## src/rtl/rv_boot_ctrl.sv

```systemverilog
// rv_boot_ctrl: streams an image into imem, sequences core reset,
// and watches tohost writes for a pass/fail/timeout result.
module rv_boot_ctrl #(
  parameter int unsigned          ADDR_W      = 10,
  parameter int unsigned          DATA_W      = 32,
  parameter int unsigned          NUM_HARTS   = 1,
  parameter int unsigned          RST_HOLD    = 4,
  parameter int unsigned          TIMEOUT     = 100000,
  parameter logic [DATA_W-1:0]    TOHOST_ADDR = 'h1000
) (
  input  logic                          clk,
  input  logic                          rst,
  input  logic                          start,
  input  logic                          ld_valid,
  output logic                          ld_ready,
  input  logic [DATA_W-1:0]             ld_data,
  input  logic                          ld_last,
  output logic                          imem_we,
  output logic [ADDR_W-1:0]             imem_addr,
  output logic [DATA_W-1:0]             imem_wdata,
  input  logic [NUM_HARTS-1:0]          hart_en,
  output logic [NUM_HARTS-1:0]          core_rstn,
  input  logic [NUM_HARTS-1:0]          dmem_we,
  input  logic [NUM_HARTS*DATA_W-1:0]   dmem_addr,
  input  logic [NUM_HARTS*DATA_W-1:0]   dmem_wdata,
  output logic                          busy,
  output logic                          done,
  output logic                          pass,
  output logic                          timeout,
  output logic [DATA_W-1:0]             fail_code,
  output logic [ADDR_W:0]               word_cnt
);

  localparam logic [ADDR_W:0] DEPTH = {1'b1, {ADDR_W{1'b0}}};

  typedef enum logic [2:0] {
    S_IDLE, S_LOAD, S_HOLD, S_RUN, S_DONE
  } state_t;

  state_t                 state, state_n;
  logic                   fin;
  logic [31:0]            hcnt;
  logic [31:0]            rcnt;
  logic [NUM_HARTS-1:0]   pbits;
  logic [NUM_HARTS-1:0]   pbits_n;
  logic [NUM_HARTS-1:0]   hit_pass;
  logic                   fail_any;
  logic [DATA_W-1:0]      fail_val;
  logic                   accept;
  logic                   wr_fin;
  logic                   rel;
  logic                   all_pass;
  logic                   tmo;

  always_comb begin
    state_n  = state;
    ld_ready = 1'b0;
    busy     = 1'b0;
    hit_pass = '0;
    fail_any = 1'b0;
    fail_val = '0;
    // Descending scan so the lowest failing hart is the one kept.
    for (int i = NUM_HARTS - 1; i >= 0; i--) begin
      if (dmem_we[i] && core_rstn[i] &&
          dmem_addr[i*DATA_W +: DATA_W] == TOHOST_ADDR) begin
        if (dmem_wdata[i*DATA_W +: DATA_W] == DATA_W'(1)) begin
          hit_pass[i] = 1'b1;
        end else if (dmem_wdata[i*DATA_W +: DATA_W] != '0) begin
          fail_any = 1'b1;
          fail_val = dmem_wdata[i*DATA_W +: DATA_W];
        end
      end
    end
    pbits_n  = pbits | hit_pass;
    all_pass = ((pbits_n & core_rstn) == core_rstn);
    tmo      = ((rcnt + 32'd1) == TIMEOUT);
    wr_fin   = imem_we & fin;
    rel      = (state == S_LOAD && wr_fin && RST_HOLD == 1) ||
               (state == S_HOLD && hcnt == RST_HOLD - 1);
    unique case (state)
      S_IDLE, S_DONE: begin
        if (start) state_n = S_LOAD;
      end
      S_LOAD: begin
        busy     = 1'b1;
        ld_ready = !fin && (word_cnt < DEPTH);
        if (wr_fin) begin
          if (!rel)          state_n = S_HOLD;
          else if (|hart_en) state_n = S_RUN;
          else               state_n = S_DONE;
        end
      end
      S_HOLD: begin
        busy = 1'b1;
        if (rel) state_n = (|hart_en) ? S_RUN : S_DONE;
      end
      S_RUN: begin
        busy = 1'b1;
        if (fail_any || all_pass || tmo) state_n = S_DONE;
      end
      default: state_n = S_IDLE;
    endcase
    accept = ld_valid & ld_ready;
  end

  always_ff @(posedge clk) begin
    if (rst) state <= S_IDLE;
    else     state <= state_n;
  end

  always_ff @(posedge clk) begin
    if (rst) begin
      imem_we    <= 1'b0;
      imem_addr  <= '0;
      imem_wdata <= '0;
      core_rstn  <= '0;
      done       <= 1'b0;
      pass       <= 1'b0;
      timeout    <= 1'b0;
      fail_code  <= '0;
      word_cnt   <= '0;
      fin        <= 1'b0;
      hcnt       <= '0;
      rcnt       <= '0;
      pbits      <= '0;
    end else begin
      imem_we <= 1'b0;
      unique case (state)
        S_IDLE, S_DONE: begin
          if (start) begin
            word_cnt  <= '0;
            done      <= 1'b0;
            pass      <= 1'b0;
            timeout   <= 1'b0;
            fail_code <= '0;
            fin       <= 1'b0;
            hcnt      <= '0;
            rcnt      <= '0;
            pbits     <= '0;
          end
        end
        S_LOAD: begin
          if (accept) begin
            imem_we    <= 1'b1;
            imem_addr  <= word_cnt[ADDR_W-1:0];
            imem_wdata <= ld_data;
            word_cnt   <= word_cnt + 1'b1;
            fin        <= ld_last || ((word_cnt + 1'b1) == DEPTH);
          end
          if (wr_fin) hcnt <= 32'd1;
        end
        S_HOLD: hcnt <= hcnt + 32'd1;
        S_RUN: begin
          rcnt  <= rcnt + 32'd1;
          pbits <= pbits_n;
          if (fail_any) begin
            done      <= 1'b1;
            fail_code <= fail_val;
            core_rstn <= '0;
          end else if (all_pass) begin
            done      <= 1'b1;
            pass      <= 1'b1;
            core_rstn <= '0;
          end else if (tmo) begin
            done      <= 1'b1;
            timeout   <= 1'b1;
            core_rstn <= '0;
          end
        end
        default: ;
      endcase
      // With no harts selected there is nothing to run.
      if (rel) begin
        core_rstn <= hart_en;
        if (hart_en == '0) begin
          done      <= 1'b1;
          fail_code <= '1;
        end
      end
    end
  end

endmodule

```

## config.mk

```make
export PLATFORM = sky130hd
export DESIGN_NAME = rv_boot_ctrl
export DESIGN_NICKNAME = d
export VERILOG_FILES = /design/src/rtl/rv_boot_ctrl.sv
export SDC_FILE = /design/constraint.sdc
export NUM_CORES = 1
export LEC_CHECK = 0
export ABC_CLOCK_PERIOD_IN_PS = 2600
export BUFFER_PORTS_ARGS = -buffer_cell sky130_fd_sc_hd__buf_4
export CAP_MARGIN = 20
export CORE_MARGIN = 2
export CORE_UTILIZATION = 48
export DETAILED_ROUTE_END_ITERATION = 10
export PLACE_DENSITY = 0.76
export SYNTH_ARGS = -nofsm -noshare
export SYNTH_HDL_FRONTEND = slang
export SYNTH_SLANG_ARGS = --single-unit
```

## constraint.sdc

```tcl
create_clock -name clk -period 2.6 [get_ports clk]
set_clock_uncertainty 0.15 [all_clocks]
set_input_delay 0.39 -clock clk [delete_from_list [all_inputs] [get_ports clk]]
set_output_delay 0.39 -clock clk [all_outputs]
set_load 0.02 [all_outputs]
```

# Yosys cells after proc, flatten, opt, wreduce, memory -nomap -nowiden
# Cells that the tools add are included.
[totals]
in_bits = 103
out_inout_bits = 92
register_bits = 159
[op_classes]
order_cmp = 1
reduce_logical = 26
add_sub_neg = 3
mux = 53
bitwise = 5
n_eq_ne = 19
[op_table]
columns = ["cell", "count"]
rows = [
  ["$mux 32", 9],
  ["$pmux 32 s2", 2],
  ["$pmux 32 s3", 1],
  ["$add 32x1->32 const B", 2],
  ["$eq 32x1->1 const B", 1],
  ["$eq 32x13->1 const B", 1],
  ["$eq 32x17->1 const B", 1],
  ["$eq 32x2->1 const B", 1],
  ["$reduce_bool 32->1", 1],
  ["$mux 1", 26],
  ["$mux 11", 2],
  ["$pmux 11 s2", 1],
  ["$mux 3", 6],
  ["$ne 2x2->1 const B", 9],
  ["$pmux 3 s4", 1],
  ["$add 11x1->11 const B", 1],
  ["$eq 11x11->1 const B", 1],
  ["$lt 11x11->1 const B", 1],
  ["$pmux 1 s2", 5],
  ["$reduce_and 4->1", 2],
  ["$eq 3x2->1 const B", 2],
  ["$reduce_and 2->1", 3],
  ["$reduce_and 3->1", 2],
  ["$reduce_bool 2->1", 3],
  ["other kinds (15)", 23],
]

# Depth between registers and ports, before layout
# Gate-level depths: netlist of the first run.
[depth]
word_depth = 11
ltp_mapped = 10
depth_no_buf = 8

# Worst setup path before layout of the first run
# OpenSTA, ideal clock, no wires.
[synth_path]
kind = "register to register"
from = "register rcnt[1]"
to = "register state[2]"
period_less_slack_ns = 2.738
arrival_ns = 2.514
setup_time_ns = 0.074
required_ns = 2.376
slack_ns = -0.138
n_path_buf = 2
path_stages_with_launch = 11
path_cell_list = "dfxtp_1 -> ha_1 -> buf_2 -> and3_1 -> clkbuf_1 -> nand2b_1 -> and4bb_2 -> a31oi_1 -> nand4b_1 -> or4_1 -> a31oi_1"
[synth_via]
elab_chain_cells = 5
[synth_rtl]
columns = ["item", "line_no", "rtl"]
rows = [
  ["from (decl)", "43", "logic [31:0] rcnt;"],
  ["from (signal assigned)", "154", "rcnt <= rcnt + 32'd1;"],
  ["$add 32x1->32", "76", "tmo = ((rcnt + 32'd1) == TIMEOUT);"],
  ["$eq 32x17->1", "76", ""],
  ["$logic_or 1x1->1", "99", "if (fail_any || all_pass || tmo) state_n = S_DONE;"],
  ["$ne 2x2->1 (no line)", "--", ""],
  ["$reduce_and 4->1 (no line)", "--", ""],
  ["to (signal assigned)", "108", "else state <= state_n;"],
  ["to (decl)", "40", "state_t state, state_n;"],
]
# Every way passes these cells.
# A chain may end at the register's enable or synchronous reset.

# Worst setup path in the final report of the first run
[layout_path]
from = "register rcnt[6]"
to = "register timeout"
[layout_via]
elab_chain_cells = 4
[layout_rtl]
columns = ["item", "line_no", "rtl"]
rows = [
  ["$add 32x1->32", "76", ""],
  ["$eq 32x17->1", "76", ""],
  ["$ne 2x2->1 (no line)", "--", ""],
  ["$reduce_and 5->1 (no line)", "--", ""],
  ["to (signal assigned)", "119", "timeout <= 1'b0;"],
  ["to (signal assigned)", "134", "timeout <= 1'b0;"],
  ["to (signal assigned)", "166", "timeout <= 1'b1;"],
  ["to (decl)", "29", "output logic timeout,"],
]
# Every way passes these cells.

==> results of run 1 <==
[routing by layer]
metal	vias up	GRT usage
met5	-	0
met3	39	0.05363
met2	263	0.4386
met4	0	0.1045
met1	3817	0.3151
li1	4083	-
[cells in the final DEF (no fill, tap or decap), types with 11 or more instances in the layout]
master | synthesis | layout
buf_4 | 1 | 268
nand2_1 | 183 | 182
dfxtp_1 | 159 | 149
a21oi_1 | 148 | 146
nor2_1 | 134 | 134
o21ai_0 | 35 | 33
xor2_1 | 30 | 30
nor4_1 | 30 | 29
nand3_1 | 29 | 27
nor3_1 | 26 | 25
nand4_1 | 24 | 24
clkbuf_16 | 0 | 17
a31oi_1 | 15 | 15
a311oi_1 | 11 | 11
[path summary, 6_finish.rpt]
| kind | endpoint | slack, ns |
|---|---|---|
| hold / removal | imem_wdata[10] | 0.05 |
| setup / recovery | timeout | -0.03 |
| setup reg to reg | timeout | -0.03 |
| hold reg to reg | imem_wdata[27] | 0.30 |
[per-stage QoR]
stage | hold WS [ns] | std cells | power (mW)
after CTS | 0.04897 | 1472 | 6.310
after global placement | 0.2918 | 1441 | 4.121
after detailed placement | 0.2966 | 1441 | 4.137
final | 0.05277 | 1479 | 6.294
after global routing | 0.05609 | 1479 | 6.582
after floorplan | 0.3214 | 1035 | 3.538
[logic make-up after synthesis]
logic type      after synthesis
flops                       159
simple gates                503
buf+inv                      82
mux                           5
fa+ha+maj                     4
compound gates              242
xor+xnor                     40
[repair_timing]
| action | 4_1_cts | 5_1_grt |
|---|---|---|
| setup buffers | 1 | 7 |
| setup endpoints to repair | 6 | 9 |
| resized for setup | 12 | 13 |
| pin swaps | 4 | 8 |
[area by class of cell]
cell class                 count  area share
multi-input combinational    794      0.4154
sequential                   159      0.3050
timing repair buffer         274      0.2035
clock buffer                  21     0.04203
tap                          216     0.02579
clock inverter                 9    0.006209
inverter                       6    0.002149
[flip-flops by register name (all words and copies together), names as in the netlist]
signal and cells:
imem_wdata 32, timeout 1, imem_addr 10, state 3, rcnt 32, done 1, hcnt 32, pass 1
word_cnt 11, imem_we 1, fin 1, core_rstn 1, pbits 1, fail_code 32
[power by group]
group          internal, mW  total [mW]  switching, mW
sequential             2.54        2.64         0.0973
clock                  1.21        2.18          0.973
combinational         0.521        1.48          0.954
total                  4.27        6.29           2.02
[critical path, cell delays in order (launching register included)]
cell and delay [ns]:
dfxtp_2 0.35, nand3_4 0.11, nor4_4 0.42, nand4_1 0.28
a2111oi_4 0.37, nand4_1 0.20, or4_4 0.52, o21ai_1 0.16
==> summary.md, run 1 <==
| Metric | Value |
|---|---|
| Total gr overflow | `0` |
| Clock slew at reported path FFs | `0.06 ns` |
| Area of the core | `15830 um2` |
| Minimum clock period | `2.626 ns` |
| Fraction of synthesized cell area in xor and xnor cells | `0.04512` |
| Vias in the first global route | `7455` |
| Area growth, synth to finish | `34.97%` |
| Slew Limit Fails | `0` |
| Pwr dens | `600.6 nW/um2` |
| Crit end category | `flip-flop` |
| Yosys warns | `0` |
| Place WS | `-0.07802 ns` |
| Maxcap violations | `0` |
| Peak supply drop | `0.5218 mV` |
| Post-Synth Adder-Cell Area | `0.006446` |
| DR pass1 iterations | `5` |
| Synth Area in Simple Gates | `0.3122` |
| Lkg Pwr | `4.127 nW` |
| Fillers | `1336` |
| FF-to-FF path depth | `7` |
| Number of port buffers | `194` |
| RR Startpoint | `rcnt[6]` |
| Share of flip-flops with an asynchronous set or reset | `0` |
| Root Driver | `clkbuf_16` |
| Setup TNS | `-0.02555 ns` |
| 1st-iter DRT viols | `666` |
| Final Cycle Share | `1.010` |
| Die Span Y | `131.2 um` |
| Ant diodes | `0` |
| Layout cells sized above 1 | `0.2700` |
| Gr usage total | `0.2565` |
| Clk sinks | `159` |
| Crit path launch type | `flip-flop` |
| Synth top cells by count | `nand2_1, dfxtp_1, a21oi_1` |
| Critical path type | `reg -> reg` |
| Final Hold Fails | `0` |
| Dpl hpwl | `16110 um` |
| Final setup margin | `-0.02555 ns` |
| Bufs on Longest Clock Path | `2` |
| DIE WIDTH | `131.2 um` |
| Register area share after synthesis | `0.4100` |
| Clk_lat worst skew | `0.43 ns` |
| Placer Congestion | `0.8816` |
| Layout Utilization | `0.6621` |
| Post-DP Area | `9829 um2` |
| Site Rows | `46` |
| Fmax | `0.3809 GHz` |
| Layout Nets | `1359` |
| Violated checks | `negative setup slack` |
| Post-synthesis cell area | `7764 um2` |
| I/O pin count | `195` |
| Flip-flop and latch count after synthesis | `159` |
| Post-synthesis mux area share | `0.006769` |
| WL met1 | `9594 um` |
| Worst-path maximum fanout | `4` |
| Hold_buf cts | `0` |
| Most numerous cell in the Yosys netlist | `nand2_1` |
| Cells after Synth | `1035` |
| CTS tree | `done` |
| Met2 Wirelength | `11420 um` |
| Initial core utilization | `0.4905` |
| FF/Latch Area | `3196 um2` |
| # setup viols final | `1` |
| Unrepaired setup endpoints after global routing | `true` |
| Hold_sp | `ld_data[10]` |
| Syn nets | `1142` |
| Syn avg cell area | `7.501 um2` |
| Top cell type's share of synthesized area | `0.4100` |
| Via count | `8202` |
| Initial antenna violation count | `0` |
| Req. time, crit path | `2.80 ns` |
| Max layer used | `met4` |
| Full die area | `17210 um2` |
| DR vias/cell | `5.546` |
| Main area contributors after synthesis | `dfxtp_1, a21oi_1, nand2_1` |
| Beginning of the critical path | `rcnt[6]` |
| Slew HR | `0.6184` |
| Status | `complete, but fails checks` |
| Num CTS Buffers | `17` |
| First-pass GRT wire length | `36610 um` |
| Post-synth EDFFs | `0` |
| Main synth FF type | `dfxtp_1` |
| Largest net degree at the start of global routing | `54` |
| WHS Path Cells | `3` |
| Library cells used by synthesis | `66` |
| H-Tree Depth | `4` |
| Main combinational cell family by area after synthesis | `simple AND/OR/NAND/NOR gates` |
| Finished Cell Area | `10480 um2` |
| Worst Hold Class | `in -> reg` |
| Drt drc | `0` |
| Synth Area in Compound Gates | `0.1779` |
| DR WL met3 | `1429 um` |
| CP Data Arrival Time | `2.83 ns` |
| Multi-input gate area | `4353 um2` |
| Total wire length | `22980 um` |
| Routed wire length per instance | `15.54 um` |
| Worst slew pin tran | `0.5724 ns` |
| Detail Route Antenna Nets | `0` |
| Area leader, netlist | `dfxtp_1` |
(Power assumes the default switching activity.)
==> inputs of run 2 (changes only) <==
- CAP_MARGIN: 20 -> default
- CELL_PAD_IN_SITES_DETAIL_PLACEMENT: default -> 2
- CELL_PAD_IN_SITES_GLOBAL_PLACEMENT: default -> 2
- CORE_UTILIZATION: 48 -> 27
- PLACE_DENSITY: 0.76 -> 0.77
- REMOVE_ABC_BUFFERS: default -> 1
==> run 2 against run 1 <==
The flow still finishes with violations (negative setup slack). Global-route usage is 5.3 points lower. Non-clock buffer count is 22 higher. Critical path depth is 1 higher. Critical endpoint is now state[2]. Highest routed layer unchanged.
==> summary.md, run 2 (same netlist as run 1, synthesis figures left out) <==
| Metric | Value |
|---|---|
| Status | `complete, but fails checks` |
| Violated checks | `negative setup slack` |
| DR vias/cell | `5.209` |
| R2R Setup Slk | `-0.28 ns` |
| Hold_sp | `ld_data[4]` |
| Lkg Pwr | `4.317 nW` |
| Clk_lat worst skew | `0.44 ns` |
| Area of the core | `28470 um2` |
| Crit path launch type | `flip-flop` |
| Total gr overflow | `0` |
| Initial antenna violation count | `0` |
| I/O pin count | `195` |
| Final Cycle Share | `1.109` |
| Unrepaired setup endpoints after global routing | `true` |
| CP Data Arrival Time | `3.08 ns` |
| Root Driver | `clkbuf_16` |
| RR Startpoint | `rcnt[10]` |
| Via count | `8704` |
| Vias in the first global route | `9237` |
| Peak supply drop | `0.4144 mV` |
| Worst Hold Class | `in -> reg` |
| Drt drc | `0` |
| Num CTS Buffers | `17` |
| Fmax | `0.3467 GHz` |
| Area growth, synth to finish | `42.19%` |
| Placer Congestion | `0.8302` |
| DIE WIDTH | `173.6 um` |
| Place WS | `-0.1522 ns` |
| # setup viols final | `6` |
| Final Hold Fails | `0` |
| Req. time, crit path | `2.79 ns` |
| Total wire length | `32370 um` |
| Minimum clock period | `2.884 ns` |
| Largest net degree at the start of global routing | `65` |
| Maxcap violations | `0` |
| Clock slew at reported path FFs | `0.07 ns` |
| Crit path buf inv count | `1` |
| Hold_buf cts | `0` |
| Commonest cells after routing, fill and taps aside | `buf_4, nand2_1, a21oi_1, dfxtp_1, nor2_1` |
| Final setup margin | `-0.2842 ns` |
| Bufs on Longest Clock Path | `2` |
| Gr usage total | `0.2033` |
| Largest delay share family, worst path | `simple AND/OR/NAND/NOR gates` |
| Worst slew pin tran | `0.6754 ns` |
| Crit-path slowest cell | `or4_4` |
| Most common cell after layout, fill and taps aside | `buf_4` |
| WHS Path Cells | `3` |
| Capturing point of the worst reg2reg path | `state[2]` |
| 1st-iter DRT viols | `418` |
| Slew Limit Fails | `0` |
| Crit end category | `flip-flop` |
| Clk sinks | `159` |
| Slowest stage delay, CP | `0.49 ns` |
| Critical Path Most Common Cell | `nand4_1` |
| Dpl hpwl | `22150 um` |
| Worst-path maximum fanout | `5` |
| Pwr dens | `611.5 nW/um2` |
| CTS tree | `done` |
| Grt peak-use layer | `met2` |
| H-Tree Depth | `4` |
| Initial core utilization | `0.2727` |
| First-pass GRT wire length | `50170 um` |
| Layout Nets | `1381` |
| Full die area | `30130 um2` |
| Design Power | `6.751 mW` |
| FF-to-FF path depth | `8` |
| Die Span Y | `173.6 um` |
| Slew HR | `0.5497` |
| Met3 Use GR | `0.03224` |
| DR pass1 iterations | `4` |
| Detail Route Antenna Nets | `0` |
| GR Layer Usage met1 | `0.2546` |
| Number of port buffers | `194` |
| Layout cells sized above 1 | `0.3038` |
| Worst hold endpoint | `imem_wdata[4]` |
| Ant diodes | `0` |
| Grt met2 use | `0.3658` |
| Critical path type | `reg -> reg` |
| Worst-path cell chain | `nand3_4, nor4_4, buf_4, nand4_1, a2111oi_4, nand4_1, or4_4, a31oi_1` |
| Routed wire length per instance | `19.37 um` |
| Site Rows | `62` |
-- run 2: changes by cell type in the layout (fill, tap and decap cells not counted), sizes merged --
cell and delta:
clkbuf -2, clkinvlp -3, inv +6, clkinv +1, buf +22
-- run 2: per-layer routing --
layer,wire (um),up-vias
met5,0,-
met4,372,0
met3,1065,30
met2,16510,163
met1,14420,4391
li1,-,4120
-- run 2: metrics by stage --
step	utilization	cells	setup TNS (ns)	area (um2)	hold WS, ns
final	0.3878	1671	-0.5635	11040	0.04610
after global routing	0.3878	1671	-1.115	11040	0.04263
after CTS	0.3780	1656	-0.06472	10760	0.04018
after detailed placement	0.3556	1623	-3.339	10120	0.3018
after global placement	0.3556	1623	-1.430	10120	0.2926
after floorplan	-	959	-59.40	7463	0.3091
-- run 2: repair_timing --
item / in CTS / in global routing
buffers inserted: 1 / 15
endpoints found under the setup margin: 6 / 24
gates resized for setup: 17 / 46
pin swaps: 6 / 20
-- run 2: how the worst max path moves through the flow --
stage                     slack (ns)     start            to  depth (start not counted)
after floorplan                -1.29  state[0]  fail_code[0]                          6
after global placement          -0.1  rcnt[10]          done                          8
after detailed placement       -0.15   rcnt[5]      state[2]                          8
after CTS                      -0.03   rcnt[8]      state[2]                          8
after global routing           -0.36  rcnt[10]      state[2]                          8
final                          -0.28  rcnt[10]      state[2]                          8
-- run 2: tightest hold or removal path, cell delays in order --
cell,delay (ns)
buf_4,0.11
nand2_1,0.05
a21oi_1,0.05
-- run 2: layout make-up --
type	instances	area, um2
Fill cell	3285	17430
Sequential cell	159	3203
Tap cell	384	480.5
Timing Repair Buffer	296	2307
Inverter	6	22.52
Multi-Input combinational cell	794	4462
Clock inverter	13	121.4
Clock buffer	19	442.9
-- run 2: report_power, final --
group	total (mW)	switching, mW	internal (mW)	leakage (nW)
combinational	1.63	1.06	0.576	2.76
sequential	2.64	0.102	2.54	1.29
clock	2.48	1.19	1.29	0.271
total	6.75	2.35	4.40	4.32
==> inputs of run 3 (changes only) <==
- ABC_CLOCK_PERIOD_IN_PS: 2600 -> 3450
- CORE_UTILIZATION: 27 -> 32
- PLACE_DENSITY: 0.77 -> 0.85
- SKIP_CTS_REPAIR_TIMING: default -> 1
- clock period: 2.6 -> 3.45 ns (I/O delays scaled with it)
==> run 3 against run 2 <==
Hold slack improved by 0.14 ns. The run now ends clean. Setup slack improved by 0.50 ns. Sequential power decreased by 24%. Combinational power decreased by 29%. Non-clock buffer count decreased by 84.
==> summary.md, run 3 (same netlist as run 1, synthesis figures left out) <==
| Metric | Value |
|---|---|
| Root Driver | `clkbuf_16` |
| Layout Nets | `1297` |
| Bufs on Longest Clock Path | `2` |
| Most common cell after layout, fill and taps aside | `buf_4` |
| Clk sinks | `159` |
| Placer Congestion | `0.8169` |
| Vias in the first global route | `9007` |
| DR pass1 iterations | `4` |
| Commonest cells after routing, fill and taps aside | `buf_4, nand2_1, dfxtp_1` |
| Fin cells | `1528` |
| Site Rows | `57` |
| Minimum clock period | `3.236 ns` |
| # setup viols final | `0` |
| Routed wire length per instance | `19.47 um` |
| Worst-path maximum fanout | `9` |
| Clock slew at reported path FFs | `0.07 ns` |
| DIE WIDTH | `159.8 um` |
| WL met1 | `13140 um` |
| Via count | `8266` |
| First-pass GRT wire length | `48490 um` |
| Worst Hold Class | `in -> reg` |
| Initial antenna violation count | `1` |
| Pwr dens | `502.4 nW/um2` |
| Num CTS Buffers | `17` |
| Place WS | `0.2928 ns` |
| Crit-path slowest cell | `or4_1` |
| Clk_lat worst skew | `0.44 ns` |
| Crit path launch type | `flip-flop` |
| Largest net degree at the start of global routing | `65` |
| Layout cells sized above 1 | `0.2195` |
| Status | `finished clean` |
| Unrepaired setup endpoints after global routing | `false` |
| Initial core utilization | `0.3230` |
| Max layer used | `met4` |
| CTS tree | `done` |
| H-Tree Depth | `4` |
| Crit path buf inv count | `0` |
| DP Cell Count | `1495` |
| Finished Cell Area | `10080 um2` |
| Slew Limit Fails | `0` |
| Number of port buffers | `194` |
| Slew HR | `0.4371` |
| DR vias/cell | `5.410` |
| Drt drc | `0` |
| Final hold slack | `0.1839 ns` |
| Req. time, crit path | `3.66 ns` |
| Design Power | `5.067 mW` |
| CP Data Arrival Time | `3.45 ns` |
| Final Cycle Share | `0.9380` |
| Post-DP Area | `9502 um2` |
| Dpl hpwl | `20490 um` |
| Lkg Pwr | `3.810 nW` |
| I/O pin count | `195` |
| Area growth, synth to finish | `29.90%` |
| Largest delay share family, worst path | `simple AND/OR/NAND/NOR gates` |
| Critical Path Most Common Cell | `nand4_1` |
| Gr usage total | `0.2314` |
| Peak supply drop | `0.3751 mV` |
| Slowest stage delay, CP | `0.58 ns` |
| Final setup margin | `0.2140 ns` |
| DR WL met3 | `1055 um` |
| Layout Utilization | `0.4196` |
| Full die area | `25520 um2` |
| Met2 Wirelength | `15290 um` |
| Crit end category | `flip-flop` |
| Maxcap violations | `0` |
| Detail Route Antenna Nets | `0` |
| Total wire length | `29750 um` |
| Total gr overflow | `0` |
| Critical path type | `reg -> reg` |
| 1st-iter DRT viols | `452` |
| Die Span Y | `159.8 um` |
| Final Hold Fails | `0` |
| Worst-path cell chain | `nand3_2, nor4_4, nand4_1, a2111oi_1, nand4_1, or4_1, a31oi_1` |
| Fmax | `0.3090 GHz` |
| Setup TNS | `0 ns` |
| Worst slew pin tran | `0.8423 ns` |
| Area of the core | `24030 um2` |
| R2R Setup Slk | `0.21 ns` |
## run 3: worst register-to-register path: stages (launching register included)
cell and delay (ns):
dfxtp_1 0.51, nand3_2 0.22, nor4_4 0.54, nand4_1 0.24, a2111oi_1 0.50, nand4_1 0.25, or4_1 0.58, a31oi_1 0.17
## run 3: layer usage
layer	global-route usage	vias up
met5	0	-
met3	0.04052	21
met1	0.2840	4126
met2	0.4235	162
li1	-	3957
met4	0.04752	0
## run 3: worst paths after layout
check                              startpoint        endpoint  cells after the start
worst min-delay path              ld_data[21]  imem_wdata[21]                      3
worst max-delay path                  rcnt[9]        state[2]                      7
worst max register to register        rcnt[9]        state[2]                      7
worst min register to register  imem_wdata[8]   imem_wdata[8]                      2
## run 3: area by class of cell
cell class              count  area (um2)
fillers                  2785       13950
repair buffers            212        1617
well taps                 324       405.4
flip-flops and latches    159        3183
diodes                      1       2.502
clock inverters            15       150.1
inverters                   6       22.52
multi-input cells         794        4279
clock buffers              17       425.4
## run 3: report_power, final
part / switching, mW / leakage (nW) / total, mW / internal (mW)
Sequential: 0.0859 / 1.28 / 2.00 / 1.91
Combinational: 0.775 / 2.25 / 1.15 / 0.378
Clock: 0.893 / 0.281 / 1.91 / 1.02
Total: 1.75 / 3.81 / 5.07 / 3.31
